$ cat src/rtl/snn_ctrl_pkg.sv
// Shared types and constants for the SNN inference controller.
package snn_ctrl_pkg;

  typedef enum logic [2:0] {
    IDLE,
    FETCH,
    EVAL,
    REQ,
    ACKLO,
    TICK,
    WAIT_DONE,
    DONE
  } ctrl_state_e;

  typedef enum logic [1:0] {
    HS_IDLE,
    HS_REQ,
    HS_ACKLO
  } hs_state_e;

  localparam int unsigned TO_CNT_W = 32;

  // Rate-code threshold increment per timestep: 2^pixel_bits / timesteps.
  function automatic int unsigned thr_step(input int unsigned pixel_bits,
                                           input int unsigned timesteps);
    return (32'd1 << pixel_bits) / timesteps;
  endfunction

endpackage

$ cat src/rtl/snn_inference_controller_aer_tx.sv
// Four-phase AER sender: raises req with a latched address, drops it on ack, reports done once ack falls.
module aer_tx_handshake
  import snn_ctrl_pkg::*;
#(
  parameter int unsigned AW = 8
) (
  input  logic          i_clk,
  input  logic          i_rst_n,
  input  logic          i_start,
  input  logic [AW-1:0] i_addr,
  input  logic          i_ack,
  output logic          o_req,
  output logic [AW-1:0] o_addr,
  output logic          o_busy,
  output logic          o_done
);

  hs_state_e     r_state;
  logic          r_req;
  logic [AW-1:0] r_addr;
  logic          r_done;

  always_ff @(posedge i_clk or negedge i_rst_n) begin
    if (!i_rst_n) begin
      r_state <= HS_IDLE;
      r_req   <= 1'b0;
      r_addr  <= '0;
      r_done  <= 1'b0;
    end else begin
      r_done <= 1'b0;
      case (r_state)
        HS_IDLE: begin
          if (i_start) begin
            r_req   <= 1'b1;
            r_addr  <= i_addr;
            r_state <= HS_REQ;
          end
        end
        HS_REQ: begin
          if (i_ack) begin
            r_req   <= 1'b0;
            r_state <= HS_ACKLO;
          end
        end
        HS_ACKLO: begin
          if (!i_ack) begin
            r_done  <= 1'b1;
            r_state <= HS_IDLE;
          end
        end
        default: r_state <= HS_IDLE;
      endcase
    end
  end

  assign o_req  = r_req;
  assign o_addr = r_addr;
  assign o_busy = (r_state != HS_IDLE);
  assign o_done = r_done;

endmodule

$ cat src/rtl/snn_inference_controller.sv
// Rate-coding SNN inference sequencer: scans pixels per timestep, emits AER spikes, captures the result.
// Optional watchdog in WAIT_DONE enabled by defining INF_TIMEOUT_EN.
module snn_inference_controller
  import snn_ctrl_pkg::*;
#(
  parameter int unsigned N              = 256,
  parameter int unsigned M              = 8,
  parameter int unsigned IMAGE_SIZE     = 256,
  parameter int unsigned PIXEL_BITS     = 8,
  parameter int unsigned TIMESTEPS      = 16,
  parameter int unsigned TIMEOUT_CYCLES = 65535
) (
  input  logic                          ACLK,
  input  logic                          ARESETN,
  input  logic                          NEW_IMAGE,
  output logic [$clog2(IMAGE_SIZE)-1:0] PIX_ADDR,
  input  logic [PIXEL_BITS-1:0]         PIX_DATA,
  output logic [M-1:0]                  AER_ADDR,
  output logic                          AER_REQ,
  input  logic                          AER_ACK,
  output logic                          SNN_TICK,
  input  logic                          SNN_DONE,
  input  logic [M-1:0]                  INFERED_DIGIT,
  output logic [M-1:0]                  RESULT_DIGIT,
  output logic                          RESULT_VALID,
  output logic                          BUSY,
  output logic                          TIMEOUT_ERR
);

  localparam int unsigned     PA_W      = $clog2(IMAGE_SIZE);
  localparam int unsigned     ST_W      = (TIMESTEPS > 1) ? $clog2(TIMESTEPS) : 1;
  localparam int unsigned     THR_STEP  = thr_step(PIXEL_BITS, TIMESTEPS);
  localparam logic [PA_W-1:0] LAST_PIX  = PA_W'(IMAGE_SIZE - 1);
  localparam logic [ST_W-1:0] LAST_STEP = ST_W'(TIMESTEPS - 1);

  ctrl_state_e     r_state;
  logic            r_new_d;
  logic [PA_W-1:0] r_pix_cnt;
  logic [ST_W-1:0] r_step;
  logic            r_tick;
  logic            r_busy;
  logic            r_valid;
  logic [M-1:0]    r_result;
`ifdef INF_TIMEOUT_EN
  logic [TO_CNT_W-1:0] r_to_cnt;
  logic                r_to_err;
`endif

  logic [PIXEL_BITS:0] w_thr;
  logic                w_spike;
  logic                w_last_pix;
  logic                w_hs_start;
  logic                w_hs_busy;
  logic                w_hs_done;
  logic [M-1:0]        w_aer_idx;

  // One extra bit keeps t*step from wrapping against full-scale pixel values.
  assign w_thr      = (PIXEL_BITS+1)'(32'(r_step) * THR_STEP);
  assign w_spike    = {1'b0, PIX_DATA} > w_thr;
  assign w_last_pix = (r_pix_cnt == LAST_PIX);
  assign w_hs_start = (r_state == EVAL) && w_spike && !w_hs_busy;
  assign w_aer_idx  = M'(r_pix_cnt);

  always_ff @(posedge ACLK or negedge ARESETN) begin
    if (!ARESETN) begin
      r_state   <= IDLE;
      r_new_d   <= 1'b0;
      r_pix_cnt <= '0;
      r_step    <= '0;
      r_tick    <= 1'b0;
      r_busy    <= 1'b0;
      r_valid   <= 1'b0;
      r_result  <= '0;
`ifdef INF_TIMEOUT_EN
      r_to_cnt  <= '0;
      r_to_err  <= 1'b0;
`endif
    end else begin
      r_new_d <= NEW_IMAGE;
      r_tick  <= 1'b0;
      case (r_state)
        IDLE: begin
          if (NEW_IMAGE && !r_new_d) begin
            r_pix_cnt <= '0;
            r_step    <= '0;
            r_valid   <= 1'b0;
            r_result  <= '0;
            r_busy    <= 1'b1;
            r_state   <= FETCH;
`ifdef INF_TIMEOUT_EN
            r_to_cnt  <= '0;
            r_to_err  <= 1'b0;
`endif
          end
        end
        FETCH: r_state <= EVAL;
        EVAL: begin
          if (w_spike) begin
            if (!w_hs_busy) r_state <= REQ;
          end else if (w_last_pix) begin
            r_tick  <= 1'b1;
            r_state <= TICK;
          end else begin
            r_pix_cnt <= r_pix_cnt + PA_W'(1);
            r_state   <= FETCH;
          end
        end
        REQ: begin
          if (AER_ACK) r_state <= ACKLO;
        end
        ACKLO: begin
          if (w_hs_done) begin
            if (w_last_pix) begin
              r_tick  <= 1'b1;
              r_state <= TICK;
            end else begin
              r_pix_cnt <= r_pix_cnt + PA_W'(1);
              r_state   <= FETCH;
            end
          end
        end
        TICK: begin
          r_pix_cnt <= '0;
          r_step    <= r_step + ST_W'(1);
          r_state   <= (r_step == LAST_STEP) ? WAIT_DONE : FETCH;
        end
        WAIT_DONE: begin
          if (SNN_DONE) begin
            r_result <= INFERED_DIGIT;
            r_valid  <= 1'b1;
            r_busy   <= 1'b0;
            r_state  <= DONE;
          end
`ifdef INF_TIMEOUT_EN
          else if (r_to_cnt == TO_CNT_W'(TIMEOUT_CYCLES - 1)) begin
            r_result <= '1;
            r_valid  <= 1'b1;
            r_to_err <= 1'b1;
            r_busy   <= 1'b0;
            r_state  <= DONE;
          end else begin
            r_to_cnt <= r_to_cnt + TO_CNT_W'(1);
          end
`endif
        end
        DONE: begin
          if (!NEW_IMAGE) r_state <= IDLE;
        end
        default: r_state <= IDLE;
      endcase
    end
  end

  aer_tx_handshake #(
    .AW (M)
  ) u_aer_tx (
    .i_clk   (ACLK),
    .i_rst_n (ARESETN),
    .i_start (w_hs_start),
    .i_addr  (w_aer_idx),
    .i_ack   (AER_ACK),
    .o_req   (AER_REQ),
    .o_addr  (AER_ADDR),
    .o_busy  (w_hs_busy),
    .o_done  (w_hs_done)
  );

  assign PIX_ADDR     = r_pix_cnt;
  assign SNN_TICK     = r_tick;
  assign RESULT_DIGIT = r_result;
  assign RESULT_VALID = r_valid;
  assign BUSY         = r_busy;
`ifdef INF_TIMEOUT_EN
  assign TIMEOUT_ERR  = r_to_err;
`else
  assign TIMEOUT_ERR  = 1'b0;
`endif

endmodule

$ cat config.mk
export PLATFORM = sky130hd
export DESIGN_NAME = snn_inference_controller
export DESIGN_NICKNAME = d
export VERILOG_FILES = /design/src/rtl/snn_ctrl_pkg.sv /design/src/rtl/snn_inference_controller_aer_tx.sv /design/src/rtl/snn_inference_controller.sv
export SDC_FILE = /design/constraint.sdc
export NUM_CORES = 1
export LEC_CHECK = 0
export ABC_AREA = 1
export BUFFER_PORTS_ARGS = -buffer_cell sky130_fd_sc_hd__buf_2
export CAP_MARGIN = 5
export CORE_MARGIN = 5
export CORE_UTILIZATION = 57
export CTS_BUF_LIST = sky130_fd_sc_hd__clkbuf_16
export DETAILED_ROUTE_END_ITERATION = 10
export HOLD_SLACK_MARGIN = 0.1
export MAX_ROUTING_LAYER = met4
export PLACE_DENSITY = 0.85
export SLEW_MARGIN = 5
export SYNTH_ARGS = -nofsm -noshare
export SYNTH_HDL_FRONTEND = slang
export SYNTH_HIERARCHICAL = 1
export SYNTH_SLANG_ARGS = --single-unit
$ cat constraint.sdc
create_clock -name ACLK -period 2.7 [get_ports ACLK]
set_input_delay 0.135 -clock ACLK [delete_from_list [all_inputs] [get_ports ACLK]]
set_output_delay 0.135 -clock ACLK [all_outputs]
set_load 0.01 [all_outputs]
==> results by group, run 1 <==
GRT
  • Vias in the first global route: 1922
  • Total global routing overflow: 0
  • Gr busiest metal: met2
  • Met2 Use GR: 34.5%
  • Initial antenna violation count: 0
  • Gr usage total: 21.9%
  • Met3 Resource Use GR: 4.69%
  • Global-route wire length before repair: 8.69 mm
  • Largest net degree at the start of global routing: 40
  • Met1 global-route usage: 28.0%

Setup path
  • CP startpoint: r_step[3]
  • Reg2Reg Depth: 11
  • Register-to-register setup slack: 0.59 ns
  • Crit path arrival time: 2.28 ns
  • WS Path Type: flip-flop to flip-flop
  • Most common cell on crit path: nand2_1
  • Nature of the critical path startpoint: flip-flop
  • Worst path bufs/invs: 2
  • Reg2reg start: r_step[3]
  • Top delay family on crit path: simple AND/OR/NAND/NOR gates
  • Critical path's largest stage delay: 0.51 ns
  • Endpoint type of the worst setup path: flip-flop
  • R2r endpoint: u_aer_tx/o_addr[7]
  • Worst EP required: 2.86 ns
  • CP max-delay cell: nor2_1
  • CP Cell Sequence: inv_1, ha_1, nand2_1, inv_1, nand2_1, nand2_1, nand3_1, nor2_1, nand2_4, nand2_1, nand2_1
  • WP depth: 11
  • Crit path capture: u_aer_tx/o_addr[7]
  • Crit path max fanout: 10

Layout
  • Ant. Diodes: 0
  • Register area: 976 µm²
  • Final nets: 359
  • Area growth, synth to finish: 25.1%
  • Final Non-Filler Cells: 381
  • Ratio of cells with drive above 1 in the final layout: 21.0%
  • Area of the multi-input gates: 961 µm²
  • FILL cells: 280

STA
  • Hold Fails Final Rpt: 0
  • Tcrit/Tclk final: 78.3%
  • Slew @ Worst Pin: 0.852 ns
  • Layout Skew: 0.00497 ns
  • Slew headroom: 43.2%
  • Fmax: 473 MHz
  • Fin crit period: 2.11 ns
  • RSZ-0062 raised after global routing: no
  • Setup TNS: 0 ns
  • Max-slew violation count: 0
  • PnR worst setup slack: 0.587 ns
  • # setup viols final: 0

Detailed routing
  • DRT iter0 DRCs: 153
  • Via/cell ratio: 5.24
  • TritonRoute pass-1 iters: 4
  • DRC: 0
  • Post-route ant nets: 0
  • DRT Wirelength: 5.07 mm
  • Vias: 1995
  • WL/cell: 13.3 µm

Pwr
  • Share of power burned in registers: 36.9%
  • Clock Power Share: 23.2%
  • Comb power frac: 39.8%
  • Final Power: 2370 µW
  • Switching share of power: 41.1%
  • Pleak: 0.00147 µW
  • Sw Pwr: 976 µW
  • Internal Power: 1400 µW
  • Peak supply drop: 0.516 mV
  • Power per cell area: 899 mW/mm²

Synthesis
  • Cells after Synth: 269
  • Netlist Area Pre-Place: 0.00211 mm²
  • Syn nets: 296
  • #FFs+latches synth: 39
  • EDFF count, synth: 0
  • Average size of a mapped cell: 7.84 µm²
  • Ys async rst share: 100%
  • Unique cell type count in the Yosys netlist: 29
  • Ys Warns: 6
  • Post-synthesis sequential area ratio: 46.3%
  • Ys flop type: dfrtp_1

CTS
  • Clock transition at path regs: 0.06 ns
  • CTS Buf Count: 5
  • CTS tree: built
  • Worst-Skew Late Latency: 0.28 ns
  • CTS resizes: 0
  • Clock Sinks: 39
  • Clock H-tree levels: 2
  • Clk root buf: clkbuf_16
  • Clock tree buffer depth: 2

Placed design
  • Dpl cells: 362
  • I/O Buffers: 48
  • Place WS: 0.674 ns
  • GP Congestion: 0.899
  • Placed wire-length estimate: 3.44 mm

Floorplan
  • CORE AREA: 0.00363 mm²
  • IO Pins: 50
  • DIE HEIGHT: 70.8 µm
  • Row cnt: 22
  • DIE AREA: 0.00502 mm²
  • Starting density of the core: 58.1%
  • Die span in x: 70.8 µm

Flow run
  • MaxCap Viol Count: 0

Hold path
  • Hold crit path type: primary input to flip-flop

Run status
  • Outcome: complete, no violations
==> worst min path at each step <==
stage,slack [ns],cells after the start,end,startpoint
finish,0.29,4,BUSY,SNN_DONE
global route,0.32,4,BUSY,SNN_DONE
CTS,0.27,4,BUSY,SNN_DONE
detailed placement,0.28,1,r_new_d,NEW_IMAGE
global placement,0.27,1,r_new_d,NEW_IMAGE
floorplan,-0.16,0,BUSY,ARESETN
==> worst min-delay path, cell delays in order <==
cell	delay, ns
buf_2	0.11
nand2_1	0.11
o21ai_0	0.10
nand2_1	0.08
==> synthesized netlist by cell type (3+ instances only) <==
library cell,n,area share [%]
xor2_1,4,1.7
buf_4,3,1.1
nand2_1,90,16
nand3_1,25,5.9
ha_1,6,3.6
a21oi_1,3,0.71
inv_1,35,6.2
nor2_1,22,3.9
nand3b_1,3,1.1
nand2_4,4,2.1
o21ai_0,9,2.1
o21ai_1,5,1.2
dfrtp_1,39,46
==> power groups by stage <==
stage                     Clock, µW  Combinational, µW  Sequential, µW
after floorplan                   0                640             885
after global placement            0                879             873
after detailed placement          0                903             881
after CTS                       561                929             873
after global routing            585               1060             901
final                           551                945             876
==> final cells by class <==
| class | instances | share of cell area, % |
|---|---|---|
| Clock buffer | 5 | 4.74 |
| Tap cell | 48 | 2.27 |
| Inverter | 38 | 5.50 |
| Multi-Input combinational cell | 188 | 36.4 |
| Timing Repair Buffer | 60 | 13.6 |
| Clock inverter | 3 | 0.569 |
| Sequential cell | 39 | 37.0 |
==> per-layer routing <==
metal / share of wire, % / vias up
li1: - / 967
met5: 0 / -
met1: 41 / 939
met2: 50 / 78
met4: 1.8 / 0
met3: 6.7 / 11
==> placed cells by master, fill, tap and decap left out <==
| cell type | instances |
|---|---|
| a21oi_1 | 3 |
| clkbuf_16 | 5 |
| a31oi_1 | 1 |
| inv_2 | 2 |
| o32ai_1 | 1 |
| dlygate4sd3_1 | 11 |
| nand2_4 | 4 |
| nand2_1 | 90 |
| nor2_8 | 2 |
| conb_1 | 1 |
| clkinvlp_4 | 1 |
| o21ai_0 | 9 |
| buf_4 | 1 |
| buf_2 | 48 |
| nand4_1 | 2 |
| nand3_2 | 1 |
| nor3_2 | 1 |
| inv_4 | 1 |
| inv_1 | 35 |
| ha_1 | 6 |
| nor2_2 | 1 |
| nor2_4 | 2 |
| xor2_1 | 4 |
| o211ai_1 | 1 |
| dfrtp_1 | 39 |
| a21oi_2 | 1 |
| o22ai_1 | 1 |
| nand3b_1 | 3 |
| clkinv_1 | 2 |
| o21ai_1 | 5 |
| nor2_1 | 22 |
| nand3_1 | 25 |
| nor3_1 | 2 |
==> what timing repair did <==
action                                 CTS  global route
endpoints found under the hold margin   49             0
hold buffers                            11             0
buffers inserted                         0             0
==> cells by family (layout without fill, tap and decap cells) <==
| family | count (synthesis) | in the layout | share of synthesized area [%] |
|---|---|---|---|
| AO/OA/AOI/OAI | 22 | 22 | 5.81 |
| buffers and inverters | 42 | 106 | 8.19 |
| adder cells (fa/ha/maj) | 6 | 6 | 3.56 |
| flip-flops | 39 | 39 | 46.3 |
| AND/OR/NAND/NOR | 155 | 155 | 34.3 |
| XOR/XNOR | 4 | 4 | 1.66 |
| other | 1 | 1 | 0.178 |
==> flip-flops by register name, indices dropped and copies added (netlist names), 2 cells and up <==
signal	cells
r_step	4
u_aer_tx/r_state	2
PIX_ADDR	8
u_aer_tx/o_addr	8
r_state	3
RESULT_DIGIT	8
==> metrics by stage <==
stage | utilization, % | hold slack [ns] | cell area [µm²]
2_1_floorplan | - | -0.161 | 2110
3_5_place_dp | 65.8 | 0.278 | 2390
6_report | 72.7 | 0.290 | 2640
3_3_place_gp | 65.8 | 0.274 | 2390
4_1_cts | 72.7 | 0.274 | 2640
5_1_grt | 72.7 | 0.323 | 2640
(Power assumes the default switching activity.)
==> run 2: changes to the inputs <==
Settings changed: CORE_UTILIZATION 57 to 53, PLACE_DENSITY 0.85 to 0.8.
Clock period 2.7 ns to 2 ns, I/O delays scaled along.
==> run 2 against run 1 <==
Net effect:
- utilization decreased by 5.4 points
- via count decreased by 2.8%
- clock-buffer cell count unchanged
- critical endpoint is now u_aer_tx/o_addr[4]
- clock power increased by 36%
- die area increased by 6.5%
==> results by group, run 2 (synthesis gave the netlist of run 1 again) <==
Setup path
  • Register-to-register setup slack: 0.25 ns
  • Crit path max fanout: 10
  • Crit path arrival time: 1.92 ns
  • Nature of the critical path startpoint: flip-flop
  • CP startpoint: r_step[1]
  • Reg2reg start: r_step[1]
  • Worst EP required: 2.16 ns
  • WS Path Type: flip-flop to flip-flop
  • Endpoint type of the worst setup path: flip-flop

Pwr
  • Peak supply drop: 0.489 mV
  • Internal Power: 1890 µW
  • Switching share of power: 40.9%
  • Pleak: 0.00148 µW
  • Comb power frac: 39.6%
  • Power per cell area: 1210 mW/mm²
  • Sw Pwr: 1310 µW
  • Clock Power Share: 23.3%
  • Share of power burned in registers: 37.0%

Detailed routing
  • Via/cell ratio: 5.05
  • DRC: 0
  • WL/cell: 12.8 µm
  • Vias: 1939
  • DRT iter0 DRCs: 90
  • Post-route ant nets: 0
  • TritonRoute pass-1 iters: 4
  • DRT Wirelength: 4.93 mm

GRT
  • Initial antenna violation count: 0
  • Gr usage total: 20.8%
  • Total global routing overflow: 0
  • Global-route wire length before repair: 8.40 mm
  • Largest net degree at the start of global routing: 40
  • Vias in the first global route: 1865

CTS
  • Clock H-tree levels: 2
  • Clock tree buffer depth: 2
  • Clk root buf: clkbuf_16
  • CTS tree: built
  • Worst-Skew Late Latency: 0.28 ns
  • CTS Buf Count: 5
  • Clock Sinks: 39
  • CTS resizes: 0
  • Clock transition at path regs: 0.06 ns

Floorplan
  • IO Pins: 50
  • Row cnt: 23
  • DIE HEIGHT: 73.1 µm
  • Die span in x: 73.1 µm
  • Starting density of the core: 53.5%
  • CORE AREA: 0.00394 mm²
  • DIE AREA: 0.00534 mm²

Layout
  • Ant. Diodes: 0
  • Most common cell after layout, fill and taps aside: nand2_1
  • Final nets: 360
  • FILL cells: 321
  • Area growth, synth to finish: 25.6%
  • Ratio of cells with drive above 1 in the final layout: 21.9%
  • Commonest cells after routing, fill and taps aside: nand2_1, buf_2, dfrtp_1

STA
  • # setup viols final: 0
  • Slew @ Worst Pin: 0.866 ns
  • PnR worst setup slack: 0.249 ns
  • Layout Skew: 0.00414 ns
  • Max-slew violation count: 0
  • Tcrit/Tclk final: 87.5%
  • Slew headroom: 42.3%
  • Setup TNS: 0 ns
  • RSZ-0062 raised after global routing: no
  • Fmax: 571 MHz
  • Hold Fails Final Rpt: 0
  • Fin crit period: 1.75 ns

Placed design
  • I/O Buffers: 48
  • Placed wire-length estimate: 3.52 mm
  • GP Congestion: 0.892
  • Place WS: 0.263 ns

Run status
  • Outcome: complete, no violations

Flow run
  • MaxCap Viol Count: 0

Hold path
  • Hold Startpoint: SNN_DONE
  • Hold crit path type: primary input to flip-flop
## run 2: critical path: stages (launching register included)
cell,delay [ns]
dfrtp_1,0.37
inv_1,0.08
ha_1,0.30
nand2_1,0.06
nand2_1,0.07
nand2_1,0.05
nand2_1,0.09
nand3_1,0.10
nor2_1,0.12
buf_4,0.18
nand2_4,0.10
nand2_1,0.08
nand2_1,0.05
## run 2: timing repair
item                                   in CTS  in global routing
endpoints found under the hold margin      50                  0
hold buffers                               11                  0
setup buffers                               0                  0
## run 2: layout make-up
| cell class | count | area, µm² | area share (%) |
|---|---|---|---|
| clock buffer | 5 | 125 | 4.72 |
| clock inverter | 3 | 15.0 | 0.567 |
| inverter | 38 | 145 | 5.48 |
| multi-input combinational | 188 | 961 | 36.3 |
| sequential | 39 | 976 | 36.8 |
| tap | 50 | 62.6 | 2.36 |
| timing repair buffer | 61 | 365 | 13.8 |
## run 2: final timing paths
kind,to,depth (start not counted)
worst max-delay path,u_aer_tx/o_addr[4],12
worst min-delay path,BUSY,4
worst max register to register,u_aer_tx/o_addr[4],12
worst min register to register,u_aer_tx/o_addr[2],2
max in group asynchronous,u_aer_tx/o_addr[5],2
min in group asynchronous,RESULT_DIGIT[2],2
## run 2: power groups by stage
stage	logic [µW]	registers [µW]	clock network, µW
2_1_floorplan	864	1200	0
3_3_place_gp	1200	1180	0
3_5_place_dp	1250	1200	0
4_1_cts	1280	1180	766
5_1_grt	1440	1220	801
6_report	1270	1190	748
## run 2: metrics by stage
step,hold slack [ns],instance area (µm²),instances,utilization [%],power [µW]
after floorplan,-0.196,2110,269,-,2060
after CTS,0.213,2650,384,67.2,3230
final,0.225,2650,384,67.2,3210
after global routing,0.270,2650,384,67.2,3460
after detailed placement,0.239,2400,365,60.9,2440
after global placement,0.238,2400,365,60.9,2380
## run 2: routing by layer
layer / global-route usage [%] / part of all wire (%) / vias to the layer above
li1: - / - / 970
met1: 26.9 / 44 / 909
met2: 32.5 / 50 / 47
met3: 3.72 / 4.3 / 13
met4: 8.20 / 2.1 / 0
met5: - / 0 / -
